===== config.mk =====
export PLATFORM = sky130hd
export DESIGN_NAME = down_counter_sync_rst_flat
export DESIGN_NICKNAME = d
export VERILOG_FILES = /design/src/rtl/down_counter_sync_rst_pkg.sv /design/src/rtl/down_counter_sync_rst_if.sv /design/src/rtl/down_counter_sync_rst.sv /design/src/flat_wrapper.sv
export SDC_FILE = /design/constraint.sdc
export NUM_CORES = 1
export LEC_CHECK = 0
export ABC_AREA = 1
export CORE_MARGIN = 3
export CORE_UTILIZATION = 39
export CTS_CLUSTER_SIZE = 20
export DETAILED_ROUTE_END_ITERATION = 7
export MAX_ROUTING_LAYER = met4
export PLACE_DENSITY = 0.72
export SLEW_MARGIN = 20
export SYNTH_ARGS = -nofsm -noshare
export SYNTH_HDL_FRONTEND = slang
export SYNTH_SLANG_ARGS = --single-unit

===== constraint.sdc =====
create_clock -name clk_i -period 2.6 [get_ports clk_i]
set_input_delay 0.52 -clock clk_i [delete_from_list [all_inputs] [get_ports clk_i]]
set_output_delay 0.52 -clock clk_i [all_outputs]
set_load 0.02 [all_outputs]

===== src/rtl/down_counter_sync_rst_pkg.sv =====
// Shared types and defaults for the loadable down-counter.
//   state_t      : control FSM encoding (IDLE, RUN, DONE)
//   DefaultWidth : default counter width (legal range 2..16)
// Optional build macro DOWN_CNT_STICKY_DONE_EN is consumed by the interface and the top.
package down_counter_pkg;

  typedef enum logic [1:0] {
    IDLE = 2'd0,
    RUN  = 2'd1,
    DONE = 2'd2
  } state_t;

  localparam int unsigned DefaultWidth      = 4;
  localparam int unsigned DefaultAutoReload = 0;

endpackage


===== src/rtl/down_counter_sync_rst_if.sv =====
// Control/status bundle for down_counter_sync_rst.
//   master : controller side, drives load/load_val/start/en/abort (and done_ack),
//            observes count/busy/tc/done
//   slave  : counter side, the mirror of master
// With DOWN_CNT_STICKY_DONE_EN defined the bundle carries done_ack; otherwise it is absent.
interface down_counter_sync_rst_if #(
  parameter int unsigned WIDTH = down_counter_pkg::DefaultWidth
);
  logic             load;
  logic [WIDTH-1:0] load_val;
  logic             start;
  logic             en;
  logic             abort;
  logic [WIDTH-1:0] count;
  logic             busy;
  logic             tc;
  logic             done;
`ifdef DOWN_CNT_STICKY_DONE_EN
  logic             done_ack;

  modport master (output load, load_val, start, en, abort, done_ack,
                  input  count, busy, tc, done);
  modport slave  (input  load, load_val, start, en, abort, done_ack,
                  output count, busy, tc, done);
`else
  modport master (output load, load_val, start, en, abort,
                  input  count, busy, tc, done);
  modport slave  (input  load, load_val, start, en, abort,
                  output count, busy, tc, done);
`endif
endinterface


===== src/rtl/down_counter_sync_rst.sv =====
// Loadable down-counter with IDLE/RUN/DONE control FSM and synchronous active-high reset.
// Ports:
//   clk_i   : rising-edge clock
//   reset_i : synchronous active-high reset (highest priority)
//   bus     : down_counter_sync_rst_if.slave
//             in : load, load_val, start, en, abort (+ done_ack when sticky)
//             out: count, busy (registered), tc (combinational count == 0), done (registered)
// Parameters: WIDTH (2..16), AUTO_RELOAD (1 = reload and keep running on reaching zero).
// Build macro DOWN_CNT_STICKY_DONE_EN: done becomes sticky, cleared by load, abort, reset
// or done_ack (done_ack beats a same-cycle set). Undefined: done is a 1-cycle pulse.
module down_counter_sync_rst
  import down_counter_pkg::*;
#(
  parameter int unsigned WIDTH       = DefaultWidth,
  parameter int unsigned AUTO_RELOAD = DefaultAutoReload
) (
  input logic                    clk_i,
  input logic                    reset_i,
  down_counter_sync_rst_if.slave bus
);

  localparam logic [WIDTH-1:0] CountOne = {{(WIDTH-1){1'b0}}, 1'b1};

  state_t           state_q, state_d;
  logic [WIDTH-1:0] count_q, count_d;
  logic [WIDTH-1:0] reload_q, reload_d;
  logic             busy_q, busy_d;
  logic             done_q, done_d;
  logic             set_done;
  logic             load_taken;

  always_comb begin
    state_d    = state_q;
    count_d    = count_q;
    reload_d   = reload_q;
    set_done   = 1'b0;
    load_taken = 1'b0;
    // abort outranks everything but reset, and swallows any done set on this edge
    if (bus.abort) begin
      state_d = IDLE;
    end else begin
      unique case (state_q)
        IDLE: begin
          if (bus.load) begin
            count_d    = bus.load_val;
            reload_d   = bus.load_val;
            load_taken = 1'b1;
          end else if (bus.start) begin
            if (count_q == '0) begin
              state_d  = DONE;
              set_done = 1'b1;
            end else begin
              state_d = RUN;
            end
          end
        end
        RUN: begin
          // load is ignored here; RUN always holds a non-zero count
          if (bus.en) begin
            if (count_q == CountOne) begin
              set_done = 1'b1;
              if (AUTO_RELOAD != 0) begin
                count_d = reload_q;
              end else begin
                count_d = '0;
                state_d = DONE;
              end
            end else begin
              count_d = count_q - CountOne;
            end
          end
        end
        DONE: begin
          // start alone cannot re-arm; a load must come first
          if (bus.load) begin
            count_d    = bus.load_val;
            reload_d   = bus.load_val;
            load_taken = 1'b1;
            state_d    = IDLE;
          end
        end
        default: state_d = IDLE;
      endcase
    end

    busy_d = (state_d == RUN);

`ifdef DOWN_CNT_STICKY_DONE_EN
    done_d = done_q;
    if (set_done) done_d = 1'b1;
    if (bus.abort || load_taken || bus.done_ack) done_d = 1'b0;
`else
    done_d = set_done;
`endif
  end

  always_ff @(posedge clk_i) begin
    if (reset_i) begin
      state_q  <= IDLE;
      count_q  <= '0;
      reload_q <= '0;
      busy_q   <= 1'b0;
      done_q   <= 1'b0;
    end else begin
      state_q  <= state_d;
      count_q  <= count_d;
      reload_q <= reload_d;
      busy_q   <= busy_d;
      done_q   <= done_d;
    end
  end

  assign bus.count = count_q;
  assign bus.busy  = busy_q;
  assign bus.tc    = (count_q == '0);
  assign bus.done  = done_q;

  // Decrementing below zero must be unreachable: RUN never holds a zero count.
  a_no_underflow : assert property (@(posedge clk_i) disable iff (reset_i)
    (state_q == RUN) |-> (count_q != '0));

endmodule

===== src/flat_wrapper.sv =====
// flat-port wrapper written by rule: the top's interface ports become plain ports
module down_counter_sync_rst_flat import down_counter_pkg::*;
#(
  parameter int unsigned WIDTH       = DefaultWidth,
  parameter int unsigned AUTO_RELOAD = DefaultAutoReload
)
  (clk_i, reset_i, bus_load, bus_load_val, bus_start, bus_en, bus_abort, bus_count, bus_busy, bus_tc, bus_done);
  down_counter_sync_rst_if #(.WIDTH(WIDTH)) bus_i ();
  input logic clk_i;
  input logic reset_i;
  input wire logic [$bits(bus_i.load)-1:0] bus_load;
  input wire logic [$bits(bus_i.load_val)-1:0] bus_load_val;
  input wire logic [$bits(bus_i.start)-1:0] bus_start;
  input wire logic [$bits(bus_i.en)-1:0] bus_en;
  input wire logic [$bits(bus_i.abort)-1:0] bus_abort;
  output wire logic [$bits(bus_i.count)-1:0] bus_count;
  output wire logic [$bits(bus_i.busy)-1:0] bus_busy;
  output wire logic [$bits(bus_i.tc)-1:0] bus_tc;
  output wire logic [$bits(bus_i.done)-1:0] bus_done;
  assign bus_i.load = bus_load;
  assign bus_i.load_val = bus_load_val;
  assign bus_i.start = bus_start;
  assign bus_i.en = bus_en;
  assign bus_i.abort = bus_abort;
  assign bus_count = bus_i.count;
  assign bus_busy = bus_i.busy;
  assign bus_tc = bus_i.tc;
  assign bus_done = bus_i.done;
  down_counter_sync_rst #(.WIDTH(WIDTH), .AUTO_RELOAD(AUTO_RELOAD)) u_core (.clk_i(clk_i), .reset_i(reset_i), .bus(bus_i));
endmodule

# After elaboration in Yosys (flattened, before gate mapping)
# Cells that the tools add are included.
# W data, S select, Z words.
# op_classes
n_addsub	1
n_eq_ne	6
muxes	18
n_bitwise	1
reduce_logical	6
# op_table
operator	count
$mux W2	7
$mux W4	3
$pmux W4 S2	1
$pmux W2 S3	1
$mux W1	5
$eq A2 B1 Y1 const B	2
$eq A4 B1 Y1 const B	1
$logic_not A4 Y1	1
$reduce_and A4 Y1	1
$reduce_or A2 Y1	2
$sub A4 B1 Y4 const B	1
$eq A2 B2 Y1 const B	1
$logic_not A2 Y1	1
$ne A2 B1 Y1 const B	1
$ne A2 B2 Y1 const B	1
$pmux W1 S2	1
$reduce_bool A2 Y1	1
$not A1 Y1	1
# word_totals
reg_bits	8
input_bits	10
word_cells	36

# Depth between registers and ports, before layout
# logic_depth
word_depth	7
ltp_mapped	8
depth_no_buf	8

# Least setup slack after synthesis
# Ideal clock, no wire load.
# synth_timing
kind	register to output
start	register u_core.count_q[0] (netlist: u_core.bus.count[0])
end	output port bus_tc
arrival_time_ns	1.065
slack_ns	1.015
path_stages_with_launch	5
path_buffers	0
cell_sequence	dfxtp_1 inv_1 ha_1 nand2_1 nor2_1
# synth_via
elab_chain_len	1
# synth_rtl
item	line	text
from (decl)	down_counter_sync_rst.sv:25	logic [WIDTH-1:0] count_q, count_d;
from (signal assigned)	down_counter_sync_rst.sv:106	count_q <= count_d;
$logic_not A4 Y1	down_counter_sync_rst.sv:115	assign bus.tc = (count_q == '0);
to (decl)	flat_wrapper.sv:18	output wire logic [$bits(bus_i.tc)-1:0] bus_tc;
# Every way passes these cells.

# Final worst setup path
# Same ends and word-level chain as after synthesis.

==> results.sh <==
export IMPL_fmax_mhz=442
export IMPL_leakage_nw=0.357
export IMPL_io_pins=17
export IMPL_grt_ovfl_total=0
export IMPL_hold_start="u_core.bus.count[1]"
export IMPL_die_h_um=42.6
export IMPL_whs_ns=0.492
export IMPL_synthAdderAreaFrac_pct=4.80
export IMPL_path_clk_slew_ns=0.06
export IMPL_final_nets=112
export IMPL_postRouteWirelength_um=1150
export IMPL_power_mw=0.326
export IMPL_cts_tree="done"
export IMPL_drtAntennaViolNets=0
export IMPL_relSlewSlack_pct=80.8
export IMPL_drcViolationCount=0
export IMPL_multi_input_area_um2=317
export IMPL_die_area_um2=1810
export IMPL_hold_violations=0
export IMPL_min_period_over_period_pct=87.0
export IMPL_postCtsSetupRepairBufs=0
export IMPL_finClkSkew_ns=0.000764
export IMPL_avgSynthCellArea_um2=6.60
export IMPL_numCtsBuffers=3
export IMPL_ir_drop_uv=228
export IMPL_hold_end="u_core.bus.count[1]"
export IMPL_crit_fanout=4
export IMPL_htreeDepth=1
export IMPL_core_um2=1190
export IMPL_start_kind="register"
export IMPL_end_kind="output port"
export IMPL_grt_total_usage_pct=14.3
export IMPL_synth_top_family_by_area="simple AND/OR/NAND/NOR gates"
export IMPL_synth_cell_types=17
export IMPL_port_buffer_count=16
export IMPL_outcome="finished clean"
export IMPL_clk_latency_ns=0.25
export IMPL_timing_rr_start="u_core.bus.count[0]"
export IMPL_hp_class="reg -> reg"
export IMPL_cp_data_arrival_time_ns=1.74
export IMPL_finalWeightedCongestion=0.742
export IMPL_grt_antenna_before_repair=0
export IMPL_netlist_area_um2=522
export IMPL_synth_mux_area_fraction_pct=0
export IMPL_grt_pass1_vias=441
export IMPL_r2r_cells=8
export IMPL_dr_pass1_iters=5
export IMPL_syn_nets=91
export IMPL_routedWlPerCell_um=10.3
export IMPL_worst_pin_slew_ns=0.288
export IMPL_hpwlAfterDp_um=960
export IMPL_die_x_um=42.6
export IMPL_diodes=0
export IMPL_yosysSeqAreaShare_pct=30.7
export IMPL_r2r_end="u_core.state_q[1]"
export IMPL_synthCells=79
export IMPL_min_period_ns=2.26
export IMPL_crit_type="reg -> out"
export IMPL_maxCapViolCount=0
export IMPL_seq_area_um2=160
export IMPL_synth_compound_area_share_pct=7.91
export IMPL_ctsHoldBuffers=0
export IMPL_yosysWarningCount=0
export IMPL_cts_sinks=8
export IMPL_cts_resized=0
export IMPL_vias_per_cell=4.76
export IMPL_power_density_nw_per_um2=452
export IMPL_worstPathRequired_ns=2.08
export IMPL_area_growth_pct=38.4
export IMPL_holdPathStages=2
export IMPL_maxSlewViolCount=0
export IMPL_rsz0062_at_grt="false"
export IMPL_drt_initial_drc_count=6
export IMPL_grt_start_max_net_pins=7
export IMPL_yosys_area_share_simple_pct=46.3
export IMPL_finalSetupViolations=0
export IMPL_drive_above_1_share_pct=12.2
export IMPL_core_rowCount=12
export IMPL_grt_first_pass_wirelength_um=1840
export IMPL_initial_utilization_pct=44.0
export IMPL_synthXorXnorAreaFrac_pct=1.68
export IMPL_n_fill_cell=118
export IMPL_vias=533
export IMPL_r2r_slack_ns=1.37
export IMPL_cts_root_buf="clkbuf_4"
export IMPL_tns_ns=0
export IMPL_clockBufferDepth=2
export IMPL_synth_seq_cells=8
-- worst max path at each step --
stage / endpoint / slack (ns) / depth (start not counted) / startpoint
2_1_floorplan: bus_tc / 1.01 / 4 / u_core.bus.count[0]
3_3_place_gp: bus_tc / 0.66 / 5 / u_core.bus.count[0]
3_5_place_dp: bus_tc / 0.62 / 5 / u_core.bus.count[0]
4_1_cts: bus_tc / 0.33 / 5 / u_core.bus.count[0]
5_1_grt: bus_tc / 0.19 / 5 / u_core.bus.count[0]
6_report: bus_tc / 0.34 / 5 / u_core.bus.count[0]
-- cells by family (layout without fill, tap and decap cells) --
logic type	count (synthesis)	after routing
adder cells (fa/ha/maj)	2	2
AND/OR/NAND/NOR	49	49
AO/OA/AOI/OAI	7	7
buffers and inverters	12	31
flip-flops	8	8
XOR/XNOR	1	1
-- metal layers --
layer / wire (um) / GRT usage (%) / vias to the layer above
li1: - / - / 284
met2: 518 / 21.6 / 19
met5: 0 / - / -
met3: 80 / 6.44 / 4
met1: 540 / 16.6 / 226
met4: 13 / 5.59 / 0
-- power breakdown --
group	internal (mW)	switching, mW	total, mW
sequential	0.129	0.00651	0.135
combinational	0.0441	0.0491	0.0931
clock	0.0530	0.0447	0.0977
total	0.226	0.100	0.326
-- cells in the mapped netlist --
cell type	instances	area (um2)
nand2_1	20	75.1
nand3_1	9	45.0
nor2_4	1	11.3
nor2_8	1	20.0
nor2_2	1	6.26
o211ai_1	1	7.51
dfxtp_1	8	160
nor2_1	13	48.8
nand2_4	2	22.5
inv_1	11	41.3
inv_2	1	3.75
a21oi_2	1	8.76
nand2_2	2	12.5
o21ai_0	2	10.0
a21oi_1	3	15.0
xnor2_1	1	8.76
ha_1	2	25.0
-- cell type report --
class	instances	area share, %
Inverter	12	6.24
Sequential cell	8	22.2
Timing Repair Buffer	16	22.2
Clock buffer	3	3.12
Multi-Input combinational cell	59	43.8
Tap cell	14	2.43
-- placed cells by master (no fill, tap or decap) --
cell             instances
a21oi_2                  1
o211ai_1                 1
nand2_2                  2
ha_1                     2
dfxtp_1                  8
a21oi_1                  3
nand2_1                 20
o21ai_0                  2
nor2_2                   1
nor2_4                   1
clkdlybuf4s50_1         16
nand3_1                  9
nor2_1                  13
nand2_4                  2
xnor2_1                  1
inv_1                   11
nor2_8                   1
clkbuf_4                 3
inv_2                    1
-- metrics by stage --
step           instance area [um2]  worst slack (ns)  utilization [%]  instances
2_1_floorplan                  522              1.01                -         79
3_3_place_gp                   699             0.658             59.0        109
3_5_place_dp                   699             0.618             59.0        109
4_1_cts                        722             0.333             60.9        112
5_1_grt                        722             0.192             60.9        112
6_report                       722             0.338             60.9        112
-- worst max-delay path, cell delays in order, from the launching register on --
cell and delay [ns]:
dfxtp_1 0.33, inv_1 0.12, ha_1 0.19, nand2_1 0.08
nor2_1 0.14, clkdlybuf4s50_1 0.62
-- state kept, by name, indices dropped and copies added, names as in the netlist --
signal and count:
u_core.bus.count 4, u_core.state_q 2, u_core.bus.busy 1, u_core.bus.done 1
(Power assumes the default switching activity.)
